File: src/rtl/ps2_frame_receiver.sv
// PS/2 frame receiver: synchronizes and glitch-filters kclk/kdata, assembles 11-bit frames, and shifts good bytes into a 16-bit keycode.
// Optional parity enforcement is enabled by defining PS2_PARITY_CHECK_EN.
module ps2_frame_receiver #(
    parameter int FILTER_LEN     = 8,
    parameter int TIMEOUT_CYCLES = 50000
) (
    input  logic        clk,
    input  logic        reset,
    input  logic        kclk,
    input  logic        kdata,
    output logic [15:0] keycode,
    output logic        oflag,
    output logic        frame_err
);
    // state  | meaning
    // IDLE   | waiting for a start bit
    // DATA   | shifting in 8 data bits, LSB first
    // PARITY | waiting for the parity bit
    // STOP   | waiting for the stop bit; frame verdict taken on its edge
    // CHECK  | one cycle presenting oflag or frame_err
    typedef enum logic [2:0] {
        S_IDLE   = 3'd0,
        S_DATA   = 3'd1,
        S_PARITY = 3'd2,
        S_STOP   = 3'd3,
        S_CHECK  = 3'd4
    } state_t;

    localparam int        TW        = $clog2(TIMEOUT_CYCLES + 1);
    localparam logic [7:0] FILT_LAST = 8'(FILTER_LEN - 1);
    localparam logic [TW-1:0] TMO_LAST = TW'(TIMEOUT_CYCLES - 1);

    // bit 0 carries kclk, bit 1 carries kdata
    logic [1:0]      raw;
    logic [1:0]      sync1_q, sync2_q;
    logic [1:0]      filt_q, filt_d;
    logic [1:0][7:0] fcnt_q, fcnt_d;
    logic            kclk_prev_q;
    logic            fall;
    logic            kdat;

    state_t          state_q, state_d;
    logic [2:0]      bitcnt_q, bitcnt_d;
    logic [7:0]      shift_q, shift_d;
    logic            parity_q, parity_d;
    logic            good_q, good_d;
    logic            err_q, err_d;
    logic [TW-1:0]   tmo_q, tmo_d;
    logic [15:0]     keycode_q, keycode_d;

    logic            parity_good;
    logic            parity_req;
    logic            frame_ok;

    assign raw  = {kdata, kclk};
    assign fall = kclk_prev_q & ~filt_q[0];
    assign kdat = filt_q[1];

    assign parity_good = ^{shift_q, parity_q};
`ifdef PS2_PARITY_CHECK_EN
    assign parity_req = 1'b1;
`else
    assign parity_req = 1'b0;
`endif
    // kdat is the stop bit when this is consulted
    assign frame_ok = kdat & (parity_good | ~parity_req);

    // Filtered line only follows the synchronized line after FILTER_LEN stable cycles
    always_comb begin
        for (int i = 0; i < 2; i++) begin
            filt_d[i] = filt_q[i];
            fcnt_d[i] = 8'd0;
            if (sync2_q[i] != filt_q[i]) begin
                if (fcnt_q[i] == FILT_LAST) begin
                    filt_d[i] = sync2_q[i];
                end else begin
                    fcnt_d[i] = fcnt_q[i] + 8'd1;
                end
            end
        end
    end

    always_ff @(posedge clk or posedge reset) begin
        if (reset) begin
            sync1_q     <= 2'b11;
            sync2_q     <= 2'b11;
            filt_q      <= 2'b11;
            fcnt_q      <= '0;
            kclk_prev_q <= 1'b1;
        end else begin
            sync1_q     <= raw;
            sync2_q     <= sync1_q;
            filt_q      <= filt_d;
            fcnt_q      <= fcnt_d;
            kclk_prev_q <= filt_q[0];
        end
    end

    always_ff @(posedge clk or posedge reset) begin
        if (reset) begin
            state_q   <= S_IDLE;
            bitcnt_q  <= 3'd0;
            shift_q   <= 8'd0;
            parity_q  <= 1'b0;
            good_q    <= 1'b0;
            err_q     <= 1'b0;
            tmo_q     <= '0;
            keycode_q <= 16'h0000;
        end else begin
            state_q   <= state_d;
            bitcnt_q  <= bitcnt_d;
            shift_q   <= shift_d;
            parity_q  <= parity_d;
            good_q    <= good_d;
            err_q     <= err_d;
            tmo_q     <= tmo_d;
            keycode_q <= keycode_d;
        end
    end

    always_comb begin
        state_d   = state_q;
        bitcnt_d  = bitcnt_q;
        shift_d   = shift_q;
        parity_d  = parity_q;
        good_d    = good_q;
        err_d     = 1'b0;
        tmo_d     = '0;
        keycode_d = keycode_q;
        case (state_q)
            S_IDLE: begin
                if (fall) begin
                    if (!kdat) begin
                        state_d  = S_DATA;
                        bitcnt_d = 3'd0;
                    end else begin
                        err_d = 1'b1;
                    end
                end
            end
            S_DATA, S_PARITY, S_STOP: begin
                if (fall) begin
                    if (state_q == S_DATA) begin
                        shift_d  = {kdat, shift_q[7:1]};
                        bitcnt_d = bitcnt_q + 3'd1;
                        if (bitcnt_q == 3'd7) state_d = S_PARITY;
                    end else if (state_q == S_PARITY) begin
                        parity_d = kdat;
                        state_d  = S_STOP;
                    end else begin
                        // Verdict is taken here so keycode is already updated while oflag is high
                        good_d  = frame_ok;
                        state_d = S_CHECK;
                        if (frame_ok) keycode_d = {keycode_q[7:0], shift_q};
                    end
                end else if (tmo_q == TMO_LAST) begin
                    state_d = S_IDLE;
                    err_d   = 1'b1;
                end else begin
                    tmo_d = tmo_q + 1'b1;
                end
            end
            S_CHECK: state_d = S_IDLE;
            default: state_d = S_IDLE;
        endcase
    end

    always_comb begin
        keycode   = keycode_q;
        oflag     = (state_q == S_CHECK) && good_q;
        frame_err = ((state_q == S_CHECK) && !good_q) || err_q;
    end

endmodule

File: config.mk
export PLATFORM = sky130hd
export DESIGN_NAME = ps2_frame_receiver
export DESIGN_NICKNAME = d
export VERILOG_FILES = /design/src/rtl/ps2_frame_receiver.sv
export SDC_FILE = /design/constraint.sdc
export NUM_CORES = 1
export LEC_CHECK = 0
export BUFFER_PORTS_ARGS = -buffer_cell sky130_fd_sc_hd__buf_2
export CAP_MARGIN = 20
export CELL_PAD_IN_SITES_DETAIL_PLACEMENT = 0
export CELL_PAD_IN_SITES_GLOBAL_PLACEMENT = 2
export CORE_MARGIN = 10
export CORE_UTILIZATION = 40
export DETAILED_ROUTE_END_ITERATION = 12
export HOLD_SLACK_MARGIN = 0.02
export MAX_ROUTING_LAYER = met4
export PLACE_DENSITY = 0.77
export SKIP_LAST_GASP = 1
export SLEW_MARGIN = 10
export SYNTH_ARGS = -nofsm -noshare
export SYNTH_HDL_FRONTEND = slang
export SYNTH_SLANG_ARGS = --single-unit
export TNS_END_PERCENT = 5
File: constraint.sdc
create_clock -name clk -period 2.66 [get_ports clk]
set_input_delay 0.532 -clock clk [delete_from_list [all_inputs] [get_ports clk]]
set_output_delay 0.532 -clock clk [all_outputs]
set_load 0.005 [all_outputs]
# After elaboration in Yosys (flattened, before gate mapping)
# Cells that the tools add are included.
[classes] mux=25 reduce_logical=14 n_addsub=4 n_bitwise=4 eq_ne=16
[ops] op="16-bit two-way mux" count=3
[ops] op="3-bit two-way mux" count=11
[ops] op="8-bit two-way mux" count=4
[ops] op="16-bit by 1-bit adder with 16-bit output (second input constant)" count=1
[ops] op="8-bit by 1-bit adder with 8-bit output (second input constant)" count=2
[ops] op="16-bit == test (second input constant)" count=1
[ops] op="8-bit by 3-bit == test with 1-bit output (second input constant)" count=2
[ops] op="3-bit one-hot mux with 2 select lines" count=2
[ops] op="5-bit AND reduction" count=2
[ops] op="2-bit != test (second input constant)" count=4
[ops] op="4-bit AND reduction" count=2
[ops] op="3-bit by 2-bit == test with 1-bit output (second input constant)" count=2
[ops] op="3-bit == test (second input constant)" count=2
[ops] op="1-bit two-way mux" count=4
[ops] op="4-bit != test (second input constant)" count=1
[ops] op="2-bit AND reduction" count=2
[ops] op="3-bit by 1-bit adder with 3-bit output (second input constant)" count=1
[ops] op="3-bit by 1-bit == test with 1-bit output (second input constant)" count=1
[ops] op="3-bit logical NOT" count=1
[ops] op="3-bit != test (second input constant)" count=1
[ops] op="1-bit inverter" count=3
[ops] op="3-bit AND reduction" count=1
[ops] op="3-bit OR reduction" count=1
[ops] op="1-bit logical AND" count=2
[ops] op="other kinds (6)" count=7
[totals] inputBits=4 regBits=71

# Depth between registers and ports, before layout
[logic_depth] ltp_word=5 depth_mapped=7 mapped_depth_nobuf=5

# Worst setup path after synthesis
# OpenSTA, ideal clock, no wires.
[synth_timing] path_type="flip-flop to flip-flop" from="register tmo_q[7]" to="register tmo_q[10]" arrival_ns=1.576 slack_ns=0.966 path_stages_with_launch=7 n_path_buf=2 setup_time_ns=0.119 path_cell_list="dfrtp_1 or4b_1 nor4_2 or3_1 buf_6 buf_8 nor2_1"
[synth_between] elab_chain_len=4
[synth_rtl] element="start: declaration" line_no="48" text="logic [TW-1:0] tmo_q, tmo_d;"
[synth_rtl] element="start signal: assignment" line_no="116" text="tmo_q <= tmo_d;"
[synth_rtl] element="16-bit by 1-bit adder with 16-bit output / 16-bit == test (equally long branches)" line_no="160, 156"
[synth_rtl] element="16-bit two-way mux (*)" line_no="156" text="end else if (tmo_q == TMO_LAST) begin"
[synth_rtl] element="16-bit two-way mux (*)" line_no="142" text="if (fall) begin"
[synth_rtl] element="16-bit two-way mux (*)" line_no="130" text="case (state_q)"
[synth_rtl] element="net tmo_d[10]" line_no="48"
# The timed path passes the listed nets; every way through them passes the cells marked *.
# A chain may end at the register's enable or synchronous reset.

# Worst setup path in the final report
[layout_timing] from="register tmo_q[7]" to="register tmo_q[12]"
# The elaborated chain is that of the path after synthesis.

==> impl_metrics.yaml <==
place:
  gp_congestion: 0.7817
  placed_area_sq_um: 3263
  io_buffers: 21
  dp_hpwl_mm: 3.614
timing:
  fin_crit_sh: 0.7138
  max_freq_mhz: 526.7
  finalHoldViolations: 0
  skew_ns: 0.009158
  timing.hold.ws_ns: 0.2821
  rsz0062_at_grt: "false"
  worst_pin_slew_ns: 0.6813
  min_period_ns: 1.899
  drv_slew: 0
  setup_tns_ns: 0
  setup_viol: 0
  slew_headroom: 0.5452
worst_setup_path:
  cp-start-kind: "flip-flop"
  worstPathCellList: "or4b_1 > nor4_2 > or3_1 > buf_4 > nor2_1"
  crit_path_max_incr_delay_ns: 0.55
  cp-end-kind: "flip-flop"
  required_ns: 2.89
  critPathMaxFanout: 12
  arrival_ns: 2.13
  crit_type: "reg -> reg"
  critPathTopFamily: "simple AND/OR/NAND/NOR gates"
  cp_slowest_cell: "or4b_1"
  worst-path-buf-inv: 1
cts:
  htree_levels: 3
  clock-root-buffer: "clkbuf_8"
  clock_path_buffers: 2
  clk_pin_slew_ns: 0.07
  cts_tree: "yes"
  cts.sinks: 71
  hold_buffers: 0
  postCtsSetupBuffers: 0
  cts-buffers-inserted: 9
  clkLatencyLatePin_ns: 0.35
  cts_resized: 0
power_and_ir_drop:
  power_density_nw_per_um2: 731.8
  p_leak_nw: 1.622
  vdd_ir_drop_max_mv: 0.3596
final_layout:
  multi_input_area_sq_um: 1180
  seq_area_sq_um: 1785
  layout_commonest_cell: "dfrtp_1"
  final_cell_mix: "64 x dfrtp_1, 39 x nor2_1, 34 x nand2_1, 21 x xnor2_1, 21 x buf_2"
  syn_to_final_growth_pct: 13.91
  nets: 312
  fin_util: 0.4752
  final_area_sq_um: 3483
  layout-drive-gt1-share: 0.2273
  diodes: 0
  fill_cells: 684
global_routing:
  grt_util_all_layers: 0.1037
  grt_pass1_vias: 1992
  grt_pass1_wl_mm: 9.377
  antenna_found_initial: 0
  overflow: 0
  grt_max_degree: 33
synth:
  synth_flop_cell: "dfrtp_1"
  netlist_area_sq_um: 3058
  postSynthAreaPerCell_sq_um: 11.08
  ys_warn_count: 0
  ys_seq_elements: 71
  yosysSeqAreaShare: 0.5839
  syn_nets: 285
  synth.area.top_cells: "dfrtp_1 52%, mux2_2 6.3%, dfstp_2 6.0%, xnor2_1 6.0%, nor2_1 4.8%"
  yosys.area.top_type_share: 0.5237
  synth-edff-count: 0
  synth_cell_types: 38
  synth_top_area_cell: "dfrtp_1"
  async_flop_share: 1.000
  postSynthCellCount: 276
die:
  io_pins: 22
  core_sq_um: 7331
  num_rows: 31
  die_y_um: 107.4
  die-area_sq_um: 11540
  start_util: 0.4171
  die_w_um: 107.4
min_path:
  hold_path.class: "in -> reg"
detailed_routing:
  ant_nets: 0
  wire_per_inst_um: 13.04
  remaining_drc_errors: 0
  vias_per_cell: 4.838
  dr.pass1.iters: 4
  num_vias: 1969
  dr.first_iter.drc_count: 63
  wl_mm: 5.308
outcome:
  status: "finished clean"
job:
  cap_violations: 0
-- worst reg2reg max path, cell delays in order, from the launching register on --
cell,delay (ns)
dfrtp_1,0.45
or4b_1,0.55
nor4_2,0.25
or3_1,0.25
buf_4,0.22
nor2_1,0.07
-- final timing paths --
check | startpoint | endpoint | slack (ns) | cells after the start
max | tmo_q[7] | tmo_q[12] | 0.76 | 5
min | kdata | sync1_q[1] | 0.28 | 1
max reg2reg | tmo_q[7] | tmo_q[12] | 0.76 | 5
min reg2reg | sync1_q[0] | sync2_q[0] | 0.35 | 0
max in group asynchronous | reset | filt_q[1] | 1.71 | 3
min in group asynchronous | reset | tmo_q[2] | 0.29 | 2
-- layer usage --
metal | global-route usage | part of all wire | wire length, um
met3 | 0.04790 | 0.060 | 318
met4 | 0.04008 | 0.016 | 87
met1 | 0.1238 | 0.49 | 2591
met2 | 0.1492 | 0.44 | 2310
met5 | - | 0 | 0
-- per-stage QoR --
stage,worst slack [ns],total power (W),cells
floorplan,0.3430,0.001563,276
global placement,0.8014,0.001624,391
detailed placement,0.7584,0.001621,391
CTS,0.7388,0.002587,407
global route,0.5804,0.002696,407
finish,0.7613,0.002549,407
-- flip-flops by register name (all words and copies together), names as in the netlist --
name,cells
keycode,16
state_q,3
kclk_prev_q,1
sync2_q,2
shift_q,8
err_q,1
filt_q,2
good_q,1
sync1_q,2
bitcnt_q,3
tmo_q,16
fcnt_q,16
-- cells by family after synthesis --
logic type | synth area share
DFF | 0.5839
AOI/OAI and AO/OA | 0.02906
buffers and inverters | 0.03027
adders and majority gates | 0.02046
xor gates and xnor gates | 0.07733
and+or+nand+nor | 0.1964
muxes | 0.06260
-- cells in the mapped netlist (4+ instances only) --
cell type and count:
nor3_1 7, nor2_1 39, xnor2_1 21, o21ai_0 6, nand2_1 34, a21oi_1 4, xor2_1 6, nand3_1 12
mux2_2 17, dfstp_2 7, nand4_1 4, ha_1 5, dfrtp_1 64, inv_1 9
-- power by group --
group          total, W  switching, W  leakage [nW]  internal, W
Clock          0.000955      0.000422         0.103     0.000533
Combinational  0.000323      0.000195         0.559     0.000128
Sequential      0.00127     0.0000895         0.960      0.00118
-- final cells by class --
class	count	area share
clock inverters	6	0.02658
flip-flops and latches	71	0.5126
multi-input cells	188	0.3387
clock buffers	10	0.03664
well taps	99	0.03556
repair buffers	24	0.04023
inverters	9	0.009698
No activity file was read; power rests on OpenSTA's default activity.
